<file path="src/rtl/time_ctrl_pkg.sv">
// Shared definitions for the time frame controller.
//   state_e       : controller FSM states
//   H_MAX/M_MAX/S_MAX : largest legal hour/minute/second value
//   *Lsb          : bit positions of the fields in the 40-bit frame
//   hms_sum       : 8-bit checksum of a h/m/s triple
package time_ctrl_pkg;

  typedef enum logic [1:0] {
    IDLE  = 2'd0,
    CHECK = 2'd1,
    RUN   = 2'd2
  } state_e;

  localparam logic [7:0] H_MAX = 8'd23;
  localparam logic [7:0] M_MAX = 8'd59;
  localparam logic [7:0] S_MAX = 8'd59;

  localparam int unsigned HdrLsb = 32;
  localparam int unsigned HLsb   = 24;
  localparam int unsigned MLsb   = 16;
  localparam int unsigned SLsb   = 8;
  localparam int unsigned ChkLsb = 0;

  // Wraps modulo 256.
  function automatic logic [7:0] hms_sum(input logic [7:0] h, input logic [7:0] m,
                                         input logic [7:0] s);
    return h + m + s;
  endfunction

endpackage

</file>
<file path="src/rtl/sec_prescaler.sv">
// One-second prescaler.
//   clk, rst : clock, asynchronous active-high reset
//   en       : count enable
//   clr      : synchronous clear to 0 (takes priority over en)
//   tick     : high for the cycle in which the count is CLK_FREQ-1 and en=1
module sec_prescaler #(
  parameter int unsigned CLK_FREQ = 50_000_000
) (
  input  logic clk,
  input  logic rst,
  input  logic en,
  input  logic clr,
  output logic tick
);

  localparam int unsigned CntW = (CLK_FREQ > 1) ? $clog2(CLK_FREQ) : 1;
  localparam logic [CntW-1:0] CntMax = CntW'(CLK_FREQ - 1);

  logic [CntW-1:0] cnt_q, cnt_d;

  assign tick = en && (cnt_q == CntMax);

  always_comb begin
    cnt_d = cnt_q;
    if (clr) begin
      cnt_d = '0;
    end else if (en) begin
      cnt_d = tick ? '0 : cnt_q + CntW'(1);
    end
  end

  always_ff @(posedge clk or posedge rst) begin
    if (rst) begin
      cnt_q <= '0;
    end else begin
      cnt_q <= cnt_d;
    end
  end

endmodule

</file>
<file path="src/rtl/time_frame_ctrl.sv">
// Time frame controller: validates received 40-bit time frames, loads good ones into a
// local h/m/s clock that runs at 1 Hz, and reports lock/staleness/error statistics.
// Ports:
//   clk, rst   : clock, asynchronous active-high reset
//   frame_dat  : {hdr, h, m, s, chk}; frame_vld : 1-cycle strobe
//   time_o     : display word {HEADER, h, m, s, chk}
//   sec_tick   : 1-cycle pulse per local second while locked
//   frame_ok / frame_err : accept / reject pulses
//   locked, stale, err_cnt : status
// Optional feature: define FRAME_CHKSUM_EN to require chk == (h+m+s) mod 256 and to
// regenerate time_o[7:0] from the displayed time; otherwise chk is ignored and
// time_o[7:0] is zero.
module time_frame_ctrl
  import time_ctrl_pkg::*;
#(
  parameter int unsigned CLK_FREQ  = 50_000_000,
  parameter logic [7:0]  HEADER    = 8'hA5,
  parameter logic [7:0]  TIMEOUT_S = 8'd10
) (
  input  logic        clk,
  input  logic        rst,
  input  logic [39:0] frame_dat,
  input  logic        frame_vld,
  output logic [39:0] time_o,
  output logic        sec_tick,
  output logic        frame_ok,
  output logic        frame_err,
  output logic        locked,
  output logic        stale,
  output logic [7:0]  err_cnt
);

`ifdef FRAME_CHKSUM_EN
  localparam int unsigned FrmLsb = 0;
`else
  localparam int unsigned FrmLsb = 8;
  logic unused_chk;
  assign unused_chk = ^frame_dat[7:0];
`endif

  state_e          state_q, state_d;
  logic [39:FrmLsb] frm_q, frm_d;
  logic [7:0]      h_q, h_d, m_q, m_d, s_q, s_d;
  logic [7:0]      to_q, to_d;
  logic [7:0]      err_cnt_q, err_cnt_d;
  logic            locked_q, locked_d;
  logic            frame_ok_q, frame_ok_d;
  logic            frame_err_q, frame_err_d;
  logic            sec_tick_q, sec_tick_d;
  logic            accept;
  logic            tick;
  logic            frm_valid;

  logic [7:0] f_hdr, f_h, f_m, f_s;
  assign f_hdr = frm_q[HdrLsb +: 8];
  assign f_h   = frm_q[HLsb +: 8];
  assign f_m   = frm_q[MLsb +: 8];
  assign f_s   = frm_q[SLsb +: 8];

  always_comb begin
    frm_valid = (f_hdr == HEADER) && (f_h <= H_MAX) && (f_m <= M_MAX) && (f_s <= S_MAX);
`ifdef FRAME_CHKSUM_EN
    frm_valid = frm_valid && (frm_q[ChkLsb +: 8] == hms_sum(f_h, f_m, f_s));
`endif
  end

  sec_prescaler #(
    .CLK_FREQ(CLK_FREQ)
  ) u_sec_prescaler (
    .clk (clk),
    .rst (rst),
    .en  (locked_q),
    .clr (accept),
    .tick(tick)
  );

  always_comb begin
    state_d     = state_q;
    frm_d       = frm_q;
    h_d         = h_q;
    m_d         = m_q;
    s_d         = s_q;
    to_d        = to_q;
    err_cnt_d   = err_cnt_q;
    locked_d    = locked_q;
    frame_ok_d  = 1'b0;
    frame_err_d = 1'b0;
    sec_tick_d  = 1'b0;
    accept      = 1'b0;

    unique case (state_q)
      IDLE, RUN: begin
        if (frame_vld) begin
          state_d = CHECK;
          frm_d   = frame_dat[39:FrmLsb];
        end
      end
      CHECK: begin
        if (frm_valid) begin
          accept     = 1'b1;
          state_d    = RUN;
          h_d        = f_h;
          m_d        = f_m;
          s_d        = f_s;
          to_d       = '0;
          locked_d   = 1'b1;
          frame_ok_d = 1'b1;
        end else begin
          state_d     = locked_q ? RUN : IDLE;
          frame_err_d = 1'b1;
          if (err_cnt_q != 8'hFF) begin
            err_cnt_d = err_cnt_q + 8'd1;
          end
        end
      end
      default: state_d = IDLE;
    endcase

    // A load on the same edge as a tick wins; that second is dropped.
    if (tick && !accept) begin
      sec_tick_d = 1'b1;
      if (to_q < TIMEOUT_S) begin
        to_d = to_q + 8'd1;
      end
      if (s_q == S_MAX) begin
        s_d = '0;
        if (m_q == M_MAX) begin
          m_d = '0;
          h_d = (h_q == H_MAX) ? 8'd0 : h_q + 8'd1;
        end else begin
          m_d = m_q + 8'd1;
        end
      end else begin
        s_d = s_q + 8'd1;
      end
    end
  end

  always_ff @(posedge clk or posedge rst) begin
    if (rst) begin
      state_q     <= IDLE;
      frm_q       <= '0;
      h_q         <= '0;
      m_q         <= '0;
      s_q         <= '0;
      to_q        <= '0;
      err_cnt_q   <= '0;
      locked_q    <= 1'b0;
      frame_ok_q  <= 1'b0;
      frame_err_q <= 1'b0;
      sec_tick_q  <= 1'b0;
    end else begin
      state_q     <= state_d;
      frm_q       <= frm_d;
      h_q         <= h_d;
      m_q         <= m_d;
      s_q         <= s_d;
      to_q        <= to_d;
      err_cnt_q   <= err_cnt_d;
      locked_q    <= locked_d;
      frame_ok_q  <= frame_ok_d;
      frame_err_q <= frame_err_d;
      sec_tick_q  <= sec_tick_d;
    end
  end

`ifdef FRAME_CHKSUM_EN
  assign time_o = {HEADER, h_q, m_q, s_q, hms_sum(h_q, m_q, s_q)};
`else
  assign time_o = {HEADER, h_q, m_q, s_q, 8'h00};
`endif

  assign sec_tick  = sec_tick_q;
  assign frame_ok  = frame_ok_q;
  assign frame_err = frame_err_q;
  assign locked    = locked_q;
  assign stale     = (to_q >= TIMEOUT_S);
  assign err_cnt   = err_cnt_q;

endmodule

</file>
<file path="config.mk">
export PLATFORM = sky130hd
export DESIGN_NAME = time_frame_ctrl
export DESIGN_NICKNAME = d
export VERILOG_FILES = /design/src/rtl/time_ctrl_pkg.sv /design/src/rtl/sec_prescaler.sv /design/src/rtl/time_frame_ctrl.sv
export SDC_FILE = /design/constraint.sdc
export NUM_CORES = 1
export LEC_CHECK = 0
export CAP_MARGIN = 15
export CORE_ASPECT_RATIO = 0.5
export CORE_MARGIN = 10
export CORE_UTILIZATION = 35
export DETAILED_ROUTE_END_ITERATION = 12
export HOLD_SLACK_MARGIN = 0.02
export PLACE_DENSITY = 0.56
export SYNTH_ARGS = -nofsm -noshare
export SYNTH_HDL_FRONTEND = slang
export SYNTH_SLANG_ARGS = --single-unit
</file>
<file path="constraint.sdc">
create_clock -name clk -period 3.8 [get_ports clk]
set_input_delay 0.76 -clock clk [delete_from_list [all_inputs] [get_ports clk]]
set_output_delay 0.76 -clock clk [all_outputs]
set_load 0.03 [all_outputs]
</file>
==> flow_summary.yaml <==
run_status:
  status: "finished, final reports clean"
sta:
  unrepaired_setup_endpoints_after_global_routing: "no"
  post-route-period-util_pct: 76.0
  setup-tns-final_ps: 0
  final_hold_viol_count: 0
  endpoints_failing_setup: 0
  min_period_ps: 2890
  worst_slew_margin_rel_pct: 36.5
  transition_time_at_the_pin_with_the_least_slew_margin_ps: 953
  timing.final.ws_setup_ps: 910
  final_count_of_pins_violating_max_slew: 0
  clock_skew_ps: 12.8
  max_freq_mhz: 346
floorplan:
  die_w_um: 196
  initial_utilization_pct: 35.5
  fp.dieArea_um2: 21200
  core_um2: 15300
  fp.dieH_um: 108
  pin_count: 96
  num_rows: 32
pwr:
  cell_int_power_uw: 1820
  sequentialPowerShare_pct: 50.0
  pwr-share-clk_pct: 36.1
  combinationalPowerShare_pct: 13.9
  switching_share_pct: 28.2
  leakagePower_uw: 0.00269
  vdd_drop_max_v: 0.000307
  p_sw_uw: 713
  p_per_area_nw_per_um2: 382
logic_synthesis:
  gate_count_post_synth: 540
  synth_commonest_cells: "104 x sky130_fd_sc_hd__dfrtp_1, 38 x sky130_fd_sc_hd__nor2_1, 37 x sky130_fd_sc_hd__mux2_2, 37 x sky130_fd_sc_hd__nand2_1"
  yosys_warnings: 0
  synth_top_area_cell: "sky130_fd_sc_hd__dfrtp_1"
  postSynthAreaPerCell_um2: 10.1
  synth_enable_flop_cells: 0
  yosysSeqAreaShare_pct: 47.8
  yosysUniqueCellTypes: 52
  ys_async_sr_fraction_pct: 100
  synthMostInstantiatedCell: "sky130_fd_sc_hd__dfrtp_1"
  syn-cell-area_um2: 5440
  netlist.area_leader.share_pct: 47.8
  synth-seq-cells: 104
  dominant_cells_by_area_after_synthesis: "sky130_fd_sc_hd__dfrtp_1 48%, sky130_fd_sc_hd__mux2_2 7.7%, sky130_fd_sc_hd__nand4_1 2.8%"
  synth_ff_type: "sky130_fd_sc_hd__dfrtp_1"
clock_tree:
  clock_path_buffers: 2
  cts_repair_resize_count: 0
  insertion_delay_ps: 360
  tritoncts: "built"
  cts.hold.buffers_added: 0
  clockRootBuffer: "sky130_fd_sc_hd__clkbuf_16"
  clock_pin_slew_on_the_worst_setup_and_hold_paths_ps: 80
  cts-buffers-inserted: 9
  clock_sink_count: 104
  cts_setup_buffers: 0
  clock_tree.htree_level_count: 3
min_path:
  worst_hold_startpoint: "state_q[1]"
  holdPathStages: 2
  hold_end: "state_q[1]"
  holdCritPathClass: "flip-flop to flip-flop"
worst_setup_path:
  regToRegSetupSlack_ps: 940
  timing.critical_path.to_type: "primary output"
  crit_slowest_cell: "sky130_fd_sc_hd__nor4_1"
  critical_path.startpoint_type: "flip-flop"
  critical-path-max-stage-delay_ps: 640
  crit_path_max_fo: 4
  crit-reg2reg-capture: "h_q[7]"
  critical_path.reg2reg.startpoint: "u_sec_prescaler.cnt_q[10]"
  timing.setup.critical_path_class: "flip-flop to primary output"
  critical_path_required_ps: 3040
  worst_r2r_path_depth: 5
  worst-endpoint-arrival_ps: 2130
  crit_chain: "nor4_1, nand2_1, clkdlybuf4s50_1"
place:
  dpl_worst_slack_ps: 960
  post-dp-hpwl_um: 10100
  place.gp.congestion: 0.821
  port-buffer-count: 71
global_route:
  grt_first_pass_wirelength_um: 23100
  antenna_found_initial: 0
  track_usage_pct: 13.2
  first_global_vias: 4301
  pin_count_of_the_biggest_net_entering_global_routing: 60
  grt_overflow: 0
finish:
  layout-drive-gt1-share_pct: 11.7
  post-route-util_pct: 43.2
  area.growth.synth_to_final_pct: 21.7
  nNetsFinal: 658
  seq_area_um2: 2600
  n_fill_cell: 1484
  antennaDiodeCount: 0
  multi_input_area_um2: 2660
drt:
  route.antenna.remaining_nets: 0
  drt-initial-drc-count: 285
  postRouteWirelength_um: 14100
  dr_total_vias: 4332
  viasPerCell: 5.30
  avgRoutedWirePerCell_um: 17.3
  drt_pre_antenna_iters: 4
  drcViolationCount: 0
run:
  cap_viol_max_count: 0
==> flip-flops by register name, indices dropped and copies added, names as in the netlist, 2 cells and up <==
name and count:
state_q 2, to_q 8, s_q 8, err_cnt 8, h_q 8, u_sec_prescaler.cnt_q 26
m_q 8, frm_q 32
==> kinds of logic after synthesis <==
group / synth area share [%]
buffers and inverters: 4.37
adders and majority gates: 1.61
and+or+nand+nor: 25.6
AOI/OAI and AO/OA: 10.3
xor gates and xnor gates: 1.93
muxes: 8.21
other: 0.138
DFF: 47.8
==> layer usage <==
metal  share of wire [%]  vias to the layer above  GRT usage (%)
li1                    -                     2109              -
met1                  48                     2149           17.0
met2                  48                       64           21.9
met3                 3.5                       10           3.15
met4                0.88                        0           3.52
met5                   0                        -              0
==> placed cells by master, fill, tap and decap left out, types with 3 or more instances in the layout <==
cell,netlist,layout
sky130_fd_sc_hd__a31oi_1,18,18
sky130_fd_sc_hd__nor3_1,5,5
sky130_fd_sc_hd__dfrtp_1,104,104
sky130_fd_sc_hd__nor4_1,11,11
sky130_fd_sc_hd__xor2_1,5,5
sky130_fd_sc_hd__and2_1,8,8
sky130_fd_sc_hd__nor3b_1,5,5
sky130_fd_sc_hd__nand2b_1,13,13
sky130_fd_sc_hd__o22a_1,3,3
sky130_fd_sc_hd__mux2i_1,3,3
sky130_fd_sc_hd__inv_1,7,6
sky130_fd_sc_hd__and4_1,6,6
sky130_fd_sc_hd__or3_1,11,11
sky130_fd_sc_hd__nand4_1,24,24
sky130_fd_sc_hd__ha_1,7,7
sky130_fd_sc_hd__o31ai_1,8,8
sky130_fd_sc_hd__buf_4,16,8
sky130_fd_sc_hd__nor2_1,38,38
sky130_fd_sc_hd__xnor2_1,7,7
sky130_fd_sc_hd__inv_6,0,4
sky130_fd_sc_hd__a21oi_1,15,15
sky130_fd_sc_hd__clkdlybuf4s50_1,0,71
sky130_fd_sc_hd__o21ai_0,23,23
sky130_fd_sc_hd__or4_1,15,15
sky130_fd_sc_hd__nand2_1,37,37
sky130_fd_sc_hd__nand3_1,24,24
sky130_fd_sc_hd__nor4b_1,5,5
sky130_fd_sc_hd__mux2_2,37,37
sky130_fd_sc_hd__conb_1,2,16
sky130_fd_sc_hd__clkbuf_16,0,9
sky130_fd_sc_hd__a21boi_0,12,12
sky130_fd_sc_hd__nand3b_1,4,4
sky130_fd_sc_hd__and3_1,16,16
sky130_fd_sc_hd__nor4bb_1,5,5
==> critical path, delay by kind of cell (launching register included) <==
kind / cells / cell delay (ps)
flip-flops: 1 / 380
AND/OR/NAND/NOR: 2 / 770
buffers and inverters: 1 / 630
==> power groups by stage <==
stage               sequential [uW]  clock, uW  combinational [uW]
finish                         1270        913                 352
global route                   1280        979                 382
CTS                            1270        939                 359
detailed placement             1290          0                 357
global placement               1290          0                 354
floorplan                      1330          0                 175
==> cell type report <==
cell class | count | area share (%)
Clock buffer | 9 | 3.40
Clock inverter | 7 | 0.888
Inverter | 8 | 0.491
Multi-Input combinational cell | 405 | 40.1
Sequential cell | 104 | 39.3
Tap cell | 204 | 3.85
Timing Repair Buffer | 80 | 11.9
==> worst max-delay path by stage <==
stage	depth (start not counted)	startpoint	end
floorplan	1	rst	err_cnt[0]
global placement	5	u_sec_prescaler.cnt_q[10]	h_q[7]
detailed placement	5	u_sec_prescaler.cnt_q[10]	h_q[7]
CTS	3	to_q[6]	stale
global route	3	to_q[6]	stale
finish	3	to_q[6]	stale
==> through the flow <==
stage	power, uW	area (um2)	cells	hold slack, ps
finish	2530	6620	817	481
global route	2640	6620	817	504
CTS	2560	6620	817	485
detailed placement	1640	6340	801	472
global placement	1640	6340	801	463
floorplan	1500	5500	554	441
Power figures use the tool's default switching activity.
